<file path="config.mk">
export PLATFORM = sky130hd
export DESIGN_NAME = rt_config_loader
export DESIGN_NICKNAME = d
export VERILOG_FILES = /design/src/rtl/rt_config_loader.sv
export SDC_FILE = /design/constraint.sdc
export NUM_CORES = 1
export LEC_CHECK = 0
export ABC_AREA = 1
export ABC_CLOCK_PERIOD_IN_PS = 2400
export BUFFER_PORTS_ARGS = -buffer_cell sky130_fd_sc_hd__buf_4
export CAP_MARGIN = 20
export CORE_MARGIN = 4
export CORE_UTILIZATION = 40
export DETAILED_ROUTE_END_ITERATION = 10
export GPL_ROUTABILITY_DRIVEN = 0
export PLACE_DENSITY = 0.73
export SYNTH_ARGS = -nofsm -noshare
export SYNTH_HDL_FRONTEND = slang
export SYNTH_SLANG_ARGS = --single-unit
</file>
<file path="constraint.sdc">
create_clock -name clock -period 2.4 [get_ports clock]
set_input_delay 0.12 -clock clock [delete_from_list [all_inputs] [get_ports clock]]
set_output_delay 0.12 -clock clock [all_outputs]
set_load 0.03 [all_outputs]
</file>
<file path="src/rtl/rt_config_loader.sv">
// Streams host configuration words into a daisy-chained set of routing tables,
// then sends a check marker through the chain and waits for it to come back.
module rt_config_loader #(
    parameter int unsigned N_TABLES        = 8,
    parameter int unsigned WORDS_PER_TABLE = 512,
    parameter logic [15:0] MARKER          = 16'hA5C3,
    parameter int unsigned TIMEOUT         = 1024
) (
    input  logic                                              clock,
    input  logic                                              reset,
    input  logic                                              start,
    input  logic [15:0]                                       host_data,
    input  logic                                              host_valid,
    output logic                                              host_ready,
    output logic [15:0]                                       ram_config_out,
    output logic                                              ram_config_out_valid,
    input  logic [15:0]                                       ram_config_in,
    input  logic                                              ram_config_in_valid,
    output logic [((N_TABLES > 1) ? $clog2(N_TABLES) : 1)-1:0] table_index,
    output logic                                              busy,
    output logic                                              done,
    output logic                                              error
);

    localparam int unsigned TI_W   = (N_TABLES > 1) ? $clog2(N_TABLES) : 1;
    localparam int unsigned TOTAL  = N_TABLES * WORDS_PER_TABLE;
    localparam int unsigned CNT_W  = $clog2(TOTAL) + 1;
    localparam int unsigned WPT_SH = $clog2(WORDS_PER_TABLE);
    localparam int unsigned TMR_W  = $clog2(TIMEOUT + 1);
    localparam int unsigned DATA_W = 16;

    localparam logic [2:0] S_IDLE  = 3'd0;
    localparam logic [2:0] S_LOAD  = 3'd1;
    localparam logic [2:0] S_MARK  = 3'd2;
    localparam logic [2:0] S_WAIT  = 3'd3;
    localparam logic [2:0] S_DONE  = 3'd4;
    localparam logic [2:0] S_ERROR = 3'd5;

    logic [2:0]        state;
    logic [2:0]        state_n;
    logic [CNT_W-1:0]  word_cnt;
    logic [CNT_W-1:0]  cnt_n;
    logic [TMR_W-1:0]  timer;
    logic [TMR_W-1:0]  timer_n;
    logic [DATA_W-1:0] out_n;
    logic              out_valid_n;
    logic [CNT_W-1:0]  tbl_raw;
    logic [TI_W-1:0]   tbl_n;
    logic              xfer;

    assign xfer = host_valid & host_ready;

    // Next-state, counters and outgoing chain word
    always_comb begin
        state_n     = state;
        cnt_n       = word_cnt;
        timer_n     = timer;
        out_n       = ram_config_out;
        out_valid_n = 1'b0;
        case (state)
            S_IDLE, S_DONE, S_ERROR: begin
                if (start) begin
                    state_n = S_LOAD;
                    cnt_n   = '0;
                    timer_n = '0;
                end
            end
            S_LOAD: begin
                if (xfer) begin
                    out_n       = host_data;
                    out_valid_n = 1'b1;
                    cnt_n       = word_cnt + CNT_W'(1);
                    if (cnt_n == CNT_W'(TOTAL)) begin
                        state_n = S_MARK;
                    end
                end
            end
            S_MARK: begin
                out_n       = MARKER;
                out_valid_n = 1'b1;
                timer_n     = '0;
                state_n     = S_WAIT;
            end
            S_WAIT: begin
                timer_n = timer + TMR_W'(1);
                // A returned word always decides the outcome, even on the timeout cycle
                if (ram_config_in_valid) begin
                    state_n = (ram_config_in == MARKER) ? S_DONE : S_ERROR;
                end else if (timer_n == TMR_W'(TIMEOUT)) begin
                    state_n = S_ERROR;
                end
            end
            default: begin
                state_n = S_IDLE;
            end
        endcase
    end

    // Table being loaded, saturating once every table has been filled
    always_comb begin
        tbl_raw = cnt_n >> WPT_SH;
        tbl_n   = TI_W'(tbl_raw);
        if (tbl_raw > CNT_W'(N_TABLES - 1)) begin
            tbl_n = TI_W'(N_TABLES - 1);
        end
    end

    always_ff @(posedge clock or negedge reset) begin
        if (!reset) begin
            state                <= S_IDLE;
            word_cnt             <= '0;
            timer                <= '0;
            ram_config_out       <= '0;
            ram_config_out_valid <= 1'b0;
            table_index          <= '0;
            host_ready           <= 1'b0;
            busy                 <= 1'b0;
            done                 <= 1'b0;
            error                <= 1'b0;
        end else begin
            state                <= state_n;
            word_cnt             <= cnt_n;
            timer                <= timer_n;
            ram_config_out       <= out_n;
            ram_config_out_valid <= out_valid_n;
            table_index          <= tbl_n;
            host_ready           <= (state_n == S_LOAD);
            busy                 <= (state_n == S_LOAD) || (state_n == S_MARK) ||
                                    (state_n == S_WAIT);
            done                 <= (state_n == S_DONE);
            error                <= (state_n == S_ERROR);
        end
    end

endmodule

</file>
# After elaboration in Yosys (flattened, before gate mapping)

Cells that the tools add are included.

Add/sub/neg operators: 2
Multiply operators: 0
Divide/modulo/power cells: 0
Order comparisons: 1
Eq/ne operators: 15
Shift operators: 0
Multiplexer cells: 17
Bitwise logic cells: 1
Reduce and logical (&&, ||, !) cells: 10

Operators with widths:

| operator              | count |
|---|---|
| $pmux 11 s3           | 1 |
| $pmux 16 s2           | 1 |
| $mux 13               | 2 |
| $pmux 13 s2           | 1 |
| $mux 3                | 6 |
| $eq 16x16->1 const B  | 1 |
| $mux 16               | 1 |
| $add 13x1->13 const B | 1 |
| $eq 13x13->1 const B  | 1 |
| $eq 3x2->1 const B    | 4 |
| $eq 3x3->1 const B    | 4 |
| $pmux 3 s4            | 1 |
| $add 11x1->11 const B | 1 |
| $eq 11x11->1 const B  | 1 |
| $mux 11               | 1 |
| $eq 3x1->1 const B    | 2 |
| $gt 4x3->1 const B    | 1 |
| $ne 2x2->1 const B    | 2 |
| $reduce_and 2->1      | 2 |
| $reduce_bool 2->1     | 2 |
| $logic_not 3->1       | 1 |
| $reduce_and 3->1      | 1 |
| $reduce_bool 3->1     | 1 |
| $reduce_or 3->1       | 1 |
| 4 further kinds       | 6 |

Bits in registers: 51
Latch bits: 0
Bits in writable memories: 0
ROM bits: 0
Input port bits: 37
Output and inout port bits: 24
Word-level logic and storage cells: 57
Memories: 0

# Longest topological paths before layout

Depth after elaboration: 8
Depth in mapped cells: 13
Depth with buffers taken out: 13

# Worst setup path before layout

OpenSTA, ideal clock, no wires.

Path type: register -> register
Start: register timer[0]
End: register busy
Setup time: 0.116 ns
Data arrival time: 1.528 ns
Required time: 2.284 ns
Setup slack: 0.757 ns
Stages on the path, launching flop included: 11
Buffers on the path: 0
Clock period less this slack: 1.643 ns
Path through: dfrtp_1 ha_1 nand3_2 o21ai_1 nand3_2 nor2_2 nand3_2 nand3_2 nand3_1 nor2_1 nor2_1

Word-level cells in the longest chain between the ends: 8
Elaborated cells between the ends (all ways): 10
Classes of those cells: add/sub: 1; eq/ne: 4; mux: 3; reduce/logical: 2

RTL lines:

| element                                         | line | RTL |
|---|---|---|
| start, declared                                 | 43   | `logic [TMR_W-1:0] timer;` |
| start signal, assigned                          | 123  | `timer <= timer_n;` |
| $add 11x1->11 *                                 | 85   | `timer_n = timer + TMR_W'(1);` |
| $eq 11x11->1 *                                  | 89   | `end else if (timer_n == TMR_W'(TIMEOUT)) begin` |
| $mux 3 *                                        | 89   |  |
| $mux 3 *                                        | 87   | `if (ram_config_in_valid) begin` |
| $pmux 3 s4 *                                    | 60   | `case (state)` |
| via state_n[1]                                  | 40   | `logic [2:0] state_n;` |
| $eq 3x1->1 / $eq 3x2->1 (equally long branches) | 128  | `busy <= (state_n == S_LOAD) \|\| (state_n == S_MARK) \|\|` |
| $logic_or 1x1->1                                | 128  |  |
| $logic_or 1x1->1 *                              | 128  |  |
| end signal, assigned                            | 128  |  |
| end, declared                                   | 20   | `output logic busy,` |

The timed path passes the listed nets; every way through them passes the cells marked *.
A chain may end at the register's enable or synchronous reset.

# Final worst setup path

Same ends and word-level chain as after synthesis.

==> results.py <==
metrics = {
    "outcome": {
        "run_status": "finished clean",
    },
    "die": {
        "start_util": 0.4097,
        "rows": 29,
        "die_area_mm2": 0.007857,
        "die_x_um": 88.64,
        "die_h_um": 88.64,
        "ios": 61,
        "core_area_mm2": 0.006350,
    },
    "synth": {
        "synth.distinct_cells": 31,
        "synth-main-ff-cell": "dfrtp_1",
        "synth_area_mm2": 0.002601,
        "synth-edff-count": 0,
        "yosysWarnings": 0,
        "syn_nets": 350,
        "synthCells": 311,
        "synthArstFlopShare": 1.000,
        "synth_seq_cells": 51,
        "yosysSeqAreaShare": 0.4906,
        "synth.avg_cell_area_um2": 8.364,
    },
    "cts": {
        "cts_tree": "yes",
        "cts_resized": 0,
        "cts-hold-fix-buffers": 1,
        "clk_pin_slew_ns": 0.09,
        "post_cts_buffers": 0,
        "root_buffer": "clkbuf_8",
        "htree_levels": 2,
        "worstSkewPairLatency_ns": 0.31,
        "cts_buffer_depth": 2,
        "numClockSinks": 51,
        "numCtsBuffers": 5,
    },
    "placement": {
        "place_inst": 446,
        "post-place-ws_ns": 0.4696,
        "dpl.hpwl_um": 4340,
        "port_buffers": 60,
    },
    "timing": {
        "final_max_slew_viol_count": 0,
        "holdWs_ns": 0.02461,
        "fin_tns_setup_ns": 0,
        "fin_skew_ns": 0.01109,
        "finalCriticalPeriod_ns": 1.943,
        "clock.fmax_mhz": 514.6,
        "rsz0062_at_grt": "false",
        "setup_ws_ns": 0.4569,
        "setup_viol": 0,
        "post-route-period-util": 0.8096,
        "hold_viol": 0,
        "maxSlewHeadroom": 0.5795,
        "worst_pin_slew_ns": 0.6308,
    },
    "power_and_ir_drop": {
        "powerDensity_mw_per_mm2": 880.8,
        "vdd_ir_drop_max_mv": 0.4390,
        "leakagePower_nw": 1.574,
    },
    "detailed_routing": {
        "drc_errors": 0,
        "viasPerCell": 5.048,
        "drt_iter0_markers": 99,
        "via_count": 2297,
        "ant_nets": 0,
        "wl_um": 5771,
        "first_pass_iters": 4,
        "wire_per_inst_um": 12.68,
    },
    "finish": {
        "drive_gt1_frac": 0.2646,
        "n_fill_cell": 586,
        "area_growth_pct": 24.92,
        "n_antenna_cell": 0,
        "final_cells": 455,
        "layout.nets": 416,
    },
    "setup_path": {
        "critPathRequiredTime_ns": 2.60,
        "worstSetupEndpointType": "flip-flop",
        "timing.rr.start": "timer[0]",
        "cp-startpoint": "timer[0]",
        "start_kind": "flip-flop",
        "cp_max_fo": 6,
        "cp_data_arrival_time_ns": 2.14,
        "critPathKind": "flip-flop to flip-flop",
    },
    "global_route": {
        "use_met3": 0.03445,
        "antenna_found_initial": 0,
        "use_met1": 0.2098,
        "track_usage": 0.1588,
        "grt_max_degree": 52,
        "grt_first_pass_wirelength_um": 9956,
        "grt-busiest-layer": "met2",
        "use_met2": 0.2618,
        "grt_pass1_vias": 2291,
        "grt_overflow_total": 0,
    },
    "min_path": {
        "hold_start": "host_data[9]",
        "min_path_type": "input port to flip-flop",
    },
    "flow_run": {
        "cap_violations": 0,
    },
}
==> cell families after synthesis <==
logic type	count (synthesis)	synth area share
fa+ha+maj	2	0.009618
simple gates	163	0.2992
xor+xnor	2	0.006735
compound gates	48	0.1275
buf+inv	45	0.06638
flops	51	0.4906
==> registers in the layout, summed over array words and instances (netlist names) <==
| register | cells |
|---|---|
| ram_config_out | 16 |
| word_cnt | 13 |
| timer | 11 |
| state | 3 |
| table_index | 3 |
| busy | 1 |
| done | 1 |
| error | 1 |
| host_ready | 1 |
| ram_config_out_valid | 1 |
==> Yosys cell counts (4+ instances only) <==
master,number,area [um^2]
a22o_1,8,70.07
dfrtp_1,51,1276
inv_1,34,127.6
inv_2,5,18.77
nand2_1,81,304.0
nand2_2,4,25.02
nand3_1,22,110.1
nand3_2,4,40.04
nand4_1,8,50.05
nor2_1,19,71.32
nor2_2,11,68.82
o21ai_0,11,55.05
o21ai_1,10,50.05
o22a_1,8,70.07
o22ai_1,6,37.54
==> path summary, 6_finish.rpt <==
path / depth (start not counted) / slack [ns] / end
max: 12 / 0.46 / busy
min: 2 / 0.02 / ram_config_out[9]
max reg2reg: 12 / 0.46 / busy
min reg2reg: 1 / 0.51 / ram_config_out[10]
max in group asynchronous: 2 / 1.61 / timer[6]
min in group asynchronous: 2 / 0.36 / ram_config_out[2]
==> final cells by class <==
type / instances / area, um^2 / area share
Inverter: 41 / 153.9 / 0.04736
Clock inverter: 1 / 8.758 / 0.002695
Tap cell: 77 / 96.34 / 0.02965
Clock buffer: 7 / 86.33 / 0.02657
Sequential cell: 51 / 1276 / 0.3928
Timing Repair Buffer: 63 / 475.5 / 0.1463
Multi-Input combinational cell: 215 / 1152 / 0.3546
==> metal layers <==
metal  wire length, um  share of wire
met5                 0              0
met4                88          0.015
met3               340          0.059
met2              2775           0.48
met1              2566           0.44
==> worst max-delay path, cell delays in order (launching register included) <==
cell and delay, ns:
dfrtp_1 0.47, ha_1 0.27, nand3_2 0.15, nor2_2 0.15
nand2_1 0.07, nand2_1 0.05, nand2_1 0.08, nor2_2 0.10
nand3_2 0.10, nand3_2 0.08, nand3_1 0.14, nor2_1 0.12
nor2_1 0.05
==> stage by stage <==
step                      total power, mW    util  instance area (um^2)
after floorplan                     2.008       -                  2601
after global placement              2.325  0.4952                  3144
after detailed placement            2.364  0.4952                  3144
after CTS                           2.895  0.5117                  3249
after global routing                3.104  0.5117                  3249
final                               2.862  0.5117                  3249
==> cells in the final DEF, fill, tap and decap left out, drive strengths merged <==
| master | Yosys | layout |
|---|---|---|
| a21oi | 2 | 2 |
| a22o | 8 | 8 |
| a32o | 2 | 2 |
| buf | 3 | 62 |
| clkbuf | 1 | 7 |
| clkinv | 2 | 3 |
| dfrtp | 51 | 51 |
| dlygate4sd3 | 0 | 1 |
| ha | 2 | 2 |
| inv | 39 | 39 |
| nand2 | 85 | 85 |
| nand3 | 26 | 26 |
| nand4 | 8 | 8 |
| nor2 | 33 | 33 |
| nor3 | 4 | 4 |
| nor3b | 1 | 1 |
| nor4 | 2 | 2 |
| o211ai | 1 | 1 |
| o21ai | 21 | 21 |
| o22a | 8 | 8 |
| o22ai | 6 | 6 |
| or2 | 4 | 4 |
| xor2 | 2 | 2 |
==> power breakdown <==
group          switching, mW  leakage [nW]  internal [mW]  total, mW
registers              0.208         0.632           1.10       1.30
logic                  0.642         0.894          0.399       1.04
clock network          0.281        0.0484          0.237      0.518
total                   1.13          1.57           1.73       2.86
Power figures use the tool's default switching activity.
